<file path="src/rtl/riscv_ctrl_pkg.sv">
// Shared encodings for the multicycle RV32I controller: opcodes, FSM states,
// datapath select codes and the control-word struct produced by the decoder.
package riscv_ctrl_pkg;

  localparam logic [6:0] OP_LW   = 7'b0000011;
  localparam logic [6:0] OP_SW   = 7'b0100011;
  localparam logic [6:0] OP_R    = 7'b0110011;
  localparam logic [6:0] OP_I    = 7'b0010011;
  localparam logic [6:0] OP_B    = 7'b1100011;
  localparam logic [6:0] OP_JAL  = 7'b1101111;
  localparam logic [6:0] OP_JALR = 7'b1100111;

  typedef enum logic [3:0] {
    S_FETCH    = 4'd0,
    S_DECODE   = 4'd1,
    S_MEMADR   = 4'd2,
    S_MEMREAD  = 4'd3,
    S_MEMWB    = 4'd4,
    S_MEMWRITE = 4'd5,
    S_EXECR    = 4'd6,
    S_EXECI    = 4'd7,
    S_ALUWB    = 4'd8,
    S_BEQ      = 4'd9,
    S_JAL      = 4'd10,
    S_JALR     = 4'd11,
    S_JALRPC   = 4'd12,
    S_TRAP     = 4'd13
  } state_t;

  localparam logic [1:0] A_PC    = 2'b00;
  localparam logic [1:0] A_OLDPC = 2'b01;
  localparam logic [1:0] A_RS1   = 2'b10;

  localparam logic [1:0] B_RS2   = 2'b00;
  localparam logic [1:0] B_IMM   = 2'b01;
  localparam logic [1:0] B_FOUR  = 2'b10;

  localparam logic [1:0] ALU_ADD   = 2'b00;
  localparam logic [1:0] ALU_SUB   = 2'b01;
  localparam logic [1:0] ALU_FUNCT = 2'b10;

  localparam logic [1:0] RES_ALUOUT    = 2'b00;
  localparam logic [1:0] RES_DATA      = 2'b01;
  localparam logic [1:0] RES_ALURESULT = 2'b10;

  localparam logic [1:0] IMM_I = 2'b00;
  localparam logic [1:0] IMM_S = 2'b01;
  localparam logic [1:0] IMM_B = 2'b10;
  localparam logic [1:0] IMM_J = 2'b11;

  // rdy_gated marks states whose IRWrite/PCUpdate only fire on MemReady.
  typedef struct packed {
    logic       mem_req;
    logic       mem_write;
    logic       adr_src;
    logic       ir_write;
    logic       pc_update;
    logic       rdy_gated;
    logic       branch;
    logic       reg_write;
    logic       illegal;
    logic [1:0] alu_src_a;
    logic [1:0] alu_src_b;
    logic [1:0] alu_op;
    logic [1:0] result_src;
    logic [1:0] imm_src;
  } ctrl_t;

  function automatic logic [1:0] imm_src_of(input logic [6:0] op);
    case (op)
      OP_SW:   return IMM_S;
      OP_B:    return IMM_B;
      OP_JAL:  return IMM_J;
      default: return IMM_I;
    endcase
  endfunction

endpackage

</file>
<file path="src/rtl/mc_ctrl_decode.sv">
// Combinational Moore decode: current state (plus op for ImmSrc) to control word.
module mc_ctrl_decode
  import riscv_ctrl_pkg::*;
(
  input  state_t     state,
  input  logic [6:0] op,
  output ctrl_t      ctrl
);

  always_comb begin
    ctrl         = '0;
    ctrl.imm_src = imm_src_of(op);
    case (state)
      S_FETCH: begin
        ctrl.mem_req    = 1'b1;
        ctrl.adr_src    = 1'b0;
        ctrl.ir_write   = 1'b1;
        ctrl.pc_update  = 1'b1;
        ctrl.rdy_gated  = 1'b1;
        ctrl.alu_src_a  = A_PC;
        ctrl.alu_src_b  = B_FOUR;
        ctrl.result_src = RES_ALURESULT;
      end
      S_DECODE: begin
        ctrl.alu_src_a = A_OLDPC;
        ctrl.alu_src_b = B_IMM;
        ctrl.alu_op    = ALU_ADD;
      end
      S_MEMADR: begin
        ctrl.alu_src_a = A_RS1;
        ctrl.alu_src_b = B_IMM;
      end
      S_MEMREAD: begin
        ctrl.mem_req = 1'b1;
        ctrl.adr_src = 1'b1;
      end
      S_MEMWB: begin
        ctrl.result_src = RES_DATA;
        ctrl.reg_write  = 1'b1;
      end
      S_MEMWRITE: begin
        ctrl.mem_req   = 1'b1;
        ctrl.mem_write = 1'b1;
        ctrl.adr_src   = 1'b1;
      end
      S_EXECR: begin
        ctrl.alu_src_a = A_RS1;
        ctrl.alu_src_b = B_RS2;
        ctrl.alu_op    = ALU_FUNCT;
      end
      S_EXECI: begin
        ctrl.alu_src_a = A_RS1;
        ctrl.alu_src_b = B_IMM;
        ctrl.alu_op    = ALU_FUNCT;
      end
      S_ALUWB: begin
        ctrl.result_src = RES_ALUOUT;
        ctrl.reg_write  = 1'b1;
      end
      S_BEQ: begin
        ctrl.alu_src_a = A_RS1;
        ctrl.alu_src_b = B_RS2;
        ctrl.alu_op    = ALU_SUB;
        ctrl.branch    = 1'b1;
      end
      // Both link states compute PC+4 from OldPC while the target sits in ALUOut.
      S_JAL, S_JALRPC: begin
        ctrl.alu_src_a  = A_OLDPC;
        ctrl.alu_src_b  = B_FOUR;
        ctrl.result_src = RES_ALUOUT;
        ctrl.pc_update  = 1'b1;
      end
      S_JALR: begin
        ctrl.alu_src_a = A_RS1;
        ctrl.alu_src_b = B_IMM;
      end
      S_TRAP: ctrl.illegal = 1'b1;
      default: ;
    endcase
  end

endmodule

</file>
<file path="src/rtl/multicycle_controller.sv">
// Multicycle RV32I sequencer: state register, next-state logic, MemReady
// gating of fetch strobes, PCWrite combine and retired-instruction counter.
module multicycle_controller
  import riscv_ctrl_pkg::*;
#(
  parameter int CNT_W = 32
) (
  input  logic             clk,
  input  logic             rst,
  input  logic [6:0]       op,
  input  logic             Zero,
  input  logic             MemReady,
  output logic             MemReq,
  output logic             MemWrite,
  output logic             AdrSrc,
  output logic             IRWrite,
  output logic             PCWrite,
  output logic             RegWrite,
  output logic [1:0]       ALUSrcA,
  output logic [1:0]       ALUSrcB,
  output logic [1:0]       ALUOp,
  output logic [1:0]       ResultSrc,
  output logic [1:0]       ImmSrc,
  output logic             Illegal,
  output logic [CNT_W-1:0] InstrCount
);

  state_t state, state_nxt;
  ctrl_t  cw;
  logic   retire;
  logic   pc_update;

  mc_ctrl_decode u_dec (
    .state (state),
    .op    (op),
    .ctrl  (cw)
  );

  always_comb begin
    state_nxt = state;
    case (state)
      S_FETCH:    if (MemReady) state_nxt = S_DECODE;
      S_DECODE: begin
        case (op)
          OP_LW, OP_SW: state_nxt = S_MEMADR;
          OP_R:         state_nxt = S_EXECR;
          OP_I:         state_nxt = S_EXECI;
          OP_B:         state_nxt = S_BEQ;
          OP_JAL:       state_nxt = S_JAL;
          OP_JALR:      state_nxt = S_JALR;
          default:      state_nxt = S_TRAP;
        endcase
      end
      S_MEMADR:   state_nxt = (op == OP_SW) ? S_MEMWRITE : S_MEMREAD;
      S_MEMREAD:  if (MemReady) state_nxt = S_MEMWB;
      S_MEMWRITE: if (MemReady) state_nxt = S_FETCH;
      S_MEMWB:    state_nxt = S_FETCH;
      S_EXECR:    state_nxt = S_ALUWB;
      S_EXECI:    state_nxt = S_ALUWB;
      S_ALUWB:    state_nxt = S_FETCH;
      S_BEQ:      state_nxt = S_FETCH;
      S_JAL:      state_nxt = S_ALUWB;
      S_JALR:     state_nxt = S_JALRPC;
      S_JALRPC:   state_nxt = S_ALUWB;
      S_TRAP:     state_nxt = S_FETCH;
      default:    state_nxt = S_FETCH;
    endcase
  end

  // A trapped instruction returns to FETCH but is not counted as retired.
  assign retire = (state_nxt == S_FETCH) && (state != S_FETCH) && (state != S_TRAP);

  always_ff @(posedge clk) begin
    if (rst) begin
      state      <= S_FETCH;
      InstrCount <= '0;
    end else begin
      state <= state_nxt;
      if (retire) InstrCount <= InstrCount + CNT_W'(1);
    end
  end

  assign pc_update = cw.pc_update & (~cw.rdy_gated | MemReady);

  // Write strobes are masked by rst directly so a reset mid-store never commits.
  assign MemReq    = ~rst & cw.mem_req;
  assign MemWrite  = ~rst & cw.mem_write;
  assign IRWrite   = ~rst & cw.ir_write & MemReady;
  assign PCWrite   = ~rst & (pc_update | (cw.branch & Zero));
  assign RegWrite  = ~rst & cw.reg_write;
  assign Illegal   = ~rst & cw.illegal;
  assign AdrSrc    = cw.adr_src;
  assign ALUSrcA   = cw.alu_src_a;
  assign ALUSrcB   = cw.alu_src_b;
  assign ALUOp     = cw.alu_op;
  assign ResultSrc = cw.result_src;
  assign ImmSrc    = cw.imm_src;

endmodule

</file>
<file path="config.mk">
export PLATFORM = sky130hd
export DESIGN_NAME = multicycle_controller
export DESIGN_NICKNAME = d
export VERILOG_FILES = /design/src/rtl/riscv_ctrl_pkg.sv /design/src/rtl/mc_ctrl_decode.sv /design/src/rtl/multicycle_controller.sv
export SDC_FILE = /design/constraint.sdc
export NUM_CORES = 1
export LEC_CHECK = 0
export BUFFER_PORTS_ARGS = -buffer_cell sky130_fd_sc_hd__buf_2
export CORE_ASPECT_RATIO = 1.1
export CORE_UTILIZATION = 56
export DETAILED_ROUTE_END_ITERATION = 16
export PLACE_DENSITY = 0.87
export SETUP_SLACK_MARGIN = 0.5
export SLEW_MARGIN = 20
export SYNTH_ARGS = -nofsm -noshare
export SYNTH_HDL_FRONTEND = slang
export SYNTH_SLANG_ARGS = --single-unit
</file>
<file path="constraint.sdc">
create_clock -name clk -period 6.7 [get_ports clk]
set_input_delay 0.67 -clock clk [delete_from_list [all_inputs] [get_ports clk]]
set_output_delay 0.67 -clock clk [all_outputs]
set_load 0.01 [all_outputs]
</file>
==> impl_results.md <==
- Status: finished clean
- Syn_area_per_cell: 7.697 um2
- GPL Wtd Cong: 0.7977
- Layout Utilization: 0.6960
- Worst r2r path cells: 8
- CTS tree: built
- R2R Setup Slk: 4.03 ns
- Chip height: 67.53 um
- Reg-to-reg startpoint: state[1]$_SDFF_PP0_
- Setup bufs post-CTS: 0
- Area of the mapped netlist: 0.002186 mm2
- Ratio of cells with drive above 1 in the final layout: 0.2312
- FF/Latch Area: 720.7 um2
- Rows: 23
- Layout fillers: 343
- Synth cell types: 49
- Antenna-violating nets left: 0
- Leakage: 0.001123 uW
- Sequential power share: 0.455
- # hold bufs at CTS: 0
- Net switching power: 138.3 uW
- Antenna cells: 0
- Max Root-Sink Buffers: 2
- TritonCTS buffer count: 5
- CTS root buf: clkbuf_8
- Logic gate share of total power: 0.172
- # H-tree levels: 2
- RSZ-0062 raised after global routing: no
- Clk_lat worst skew: 0.29 ns
- Remaining Overflow, GRT: 0
- Setup_tns: 0 ns
- Part of the power in the clock network: 0.373
- Cell area after placement: 0.002456 mm2
- Final Skew: 0.01020 ns
- Number of global-route vias before repair: 1874
- Total of max-cap violations: 0
- Area Growth Syn to Fin: 17.29%
- Hpwl dp: 3469 um
- Die width: 61.57 um
- Worst setup SP type: flop
- Initial cell density of the core: 0.5934
- Core region area: 0.003684 mm2
- Largest net degree at the start of global routing: 43
- Final net count: 344
- Register area share after synthesis: 0.3297
- Final setup fails: 0
- Vias: 2195
- Detailed-route wire length: 5013 um
- Clock Sinks: 36
- Final std cells w/o fill: 383
- Resize count post-CTS: 0
- Final period utilization: 0.4004
- Number of antenna violations at the first check in global routing: 0
- Drt pass-1 iters: 4
- EDFF count, synth: 0
- Crit path DAT: 2.01 ns
- Synth warn: 0
- Actual slew at the worst max-slew pin: 0.7315 ns
- Worst EP required: 6.03 ns
- Crit end category: output pin
- Dpl cells: 375
- Final Cell Area: 0.002564 mm2
- Kind of critical path: flop to output pin
- Worst VDD drop: 0.2056 mV
- Syn_nets: 296
- Final Hold Viols: 0
- DR WL/cell: 13.09 um
- First-pass GRT wire length: 8204 um
- Hold_sp: InstrCount[31]$_SDFFE_PP0P_
- Clk pin slew, worst setup/hold paths: 0.07 ns
- Internal power: 359.5 uW
- Rel. slew slack: 0.5123
- Vias per inst: 5.731
- Fmax achieved: 372.7 MHz
- #FFs+latches synth: 36
- Max-slew violation count: 0
- Ys async rst share: 0
- Sw frac: 0.2777
- Peak fanout along the critical path: 18
- Multi-input gate area: 0.001344 mm2
- Die area: 0.004158 mm2
- Pwr/cell area: 194.2 mW/mm2
- Worst hold stages: 2
- DR DRC count: 0
- CP startpoint: state[0]$_SDFF_PP0_
- IO Pins: 60
- PortBufs: 59
- Ys flop type: dfxtp_1
- Post-Synthesis Cells: 284
- Final period demand of the worst path: 2.683 ns
- HP Class: flop to flop
- Detailed Route Iter0 Violations: 163
- Total GRT Usage: 0.2611
- Total power: 497.8 uW
-- critical path, cell delays in order (launching register included) --
cell and delay (ns):
dfxtp_1 0.67, inv_1 0.22, nor2_1 0.30, a31oi_1 0.13, o21a_1 0.20, nor2_1 0.07
buf_2 0.14
-- registers in the layout (all words and copies together), names as in the netlist --
| register | cells |
|---|---|
| InstrCount | 32 |
| state | 4 |
-- cell usage after synthesis (5+ instances only) --
library cell  instances  area share
clkbuf_1             12       0.021
nor2b_1               6       0.017
nand2_1              15       0.026
nand3_1              14       0.032
and2_1                5       0.014
nand4_1              21       0.060
and3_1               16       0.046
inv_1                 5      0.0086
nand2b_1              5       0.014
dfxtp_1              36        0.33
nor3_1               11       0.025
o21ai_0               6       0.014
nor2_1               41       0.070
nor4_1                5       0.014
xor2_1               24       0.096
a21oi_1              14       0.032
-- per-stage QoR --
stage / setup WS (ns) / hold slack (ns)
after global routing: 3.758 / 0.5045
final: 4.017 / 0.4924
after global placement: 3.986 / 0.4619
after CTS: 4.027 / 0.4924
after floorplan: 4.266 / 0.4959
after detailed placement: 3.921 / 0.4831
-- power by group through the flow --
stage / registers (uW) / logic [uW] / clock network, uW
after floorplan: 224 / 71.5 / 0
after global placement: 231 / 82.5 / 0
after detailed placement: 231 / 84.6 / 0
after CTS: 226 / 84.9 / 188
after global routing: 227 / 94.8 / 202
final: 226 / 85.9 / 186
-- area by class of cell --
class,instances,area share
sequential,36,0.2811
clock inverter,2,0.01367
inverter,5,0.007321
clock buffer,6,0.02831
tap,50,0.02440
timing repair buffer,61,0.1210
multi-input combinational,223,0.5242
-- path summary, 6_finish.rpt --
path | to
worst max register to register | InstrCount[29]$_SDFFE_PP0P_
worst min register to register | InstrCount[31]$_SDFFE_PP0P_
worst max-delay path | PCWrite
worst min-delay path | InstrCount[31]$_SDFFE_PP0P_
-- cell usage in the layout, fill, tap and decap left out, types with 11 or more instances in the layout --
cell type | synthesis | routed
nor2_1 | 41 | 41
dfxtp_1 | 36 | 36
nand3_1 | 14 | 14
nand4_1 | 21 | 21
a21oi_1 | 14 | 14
nor3_1 | 11 | 11
xor2_1 | 24 | 24
and3_1 | 16 | 16
buf_2 | 4 | 59
nand2_1 | 15 | 15
-- cells by family after synthesis --
kind of cell,count (synthesis),share of synthesized area
AND/OR/NAND/NOR,159,0.3955
adder cells (fa/ha/maj),1,0.005723
flip-flops,36,0.3297
buffers and inverters,25,0.05552
AO/OA/AOI/OAI,37,0.1093
XOR/XNOR,26,0.1042
-- layer usage --
layer,GRT usage,routed length [um],up-vias
li1,-,-,1104
met1,0.3601,2353,1017
met2,0.3938,2365,67
met3,0.08046,256,7
met4,0.06667,38,0
met5,0,0,-
(Power assumes the default switching activity.)
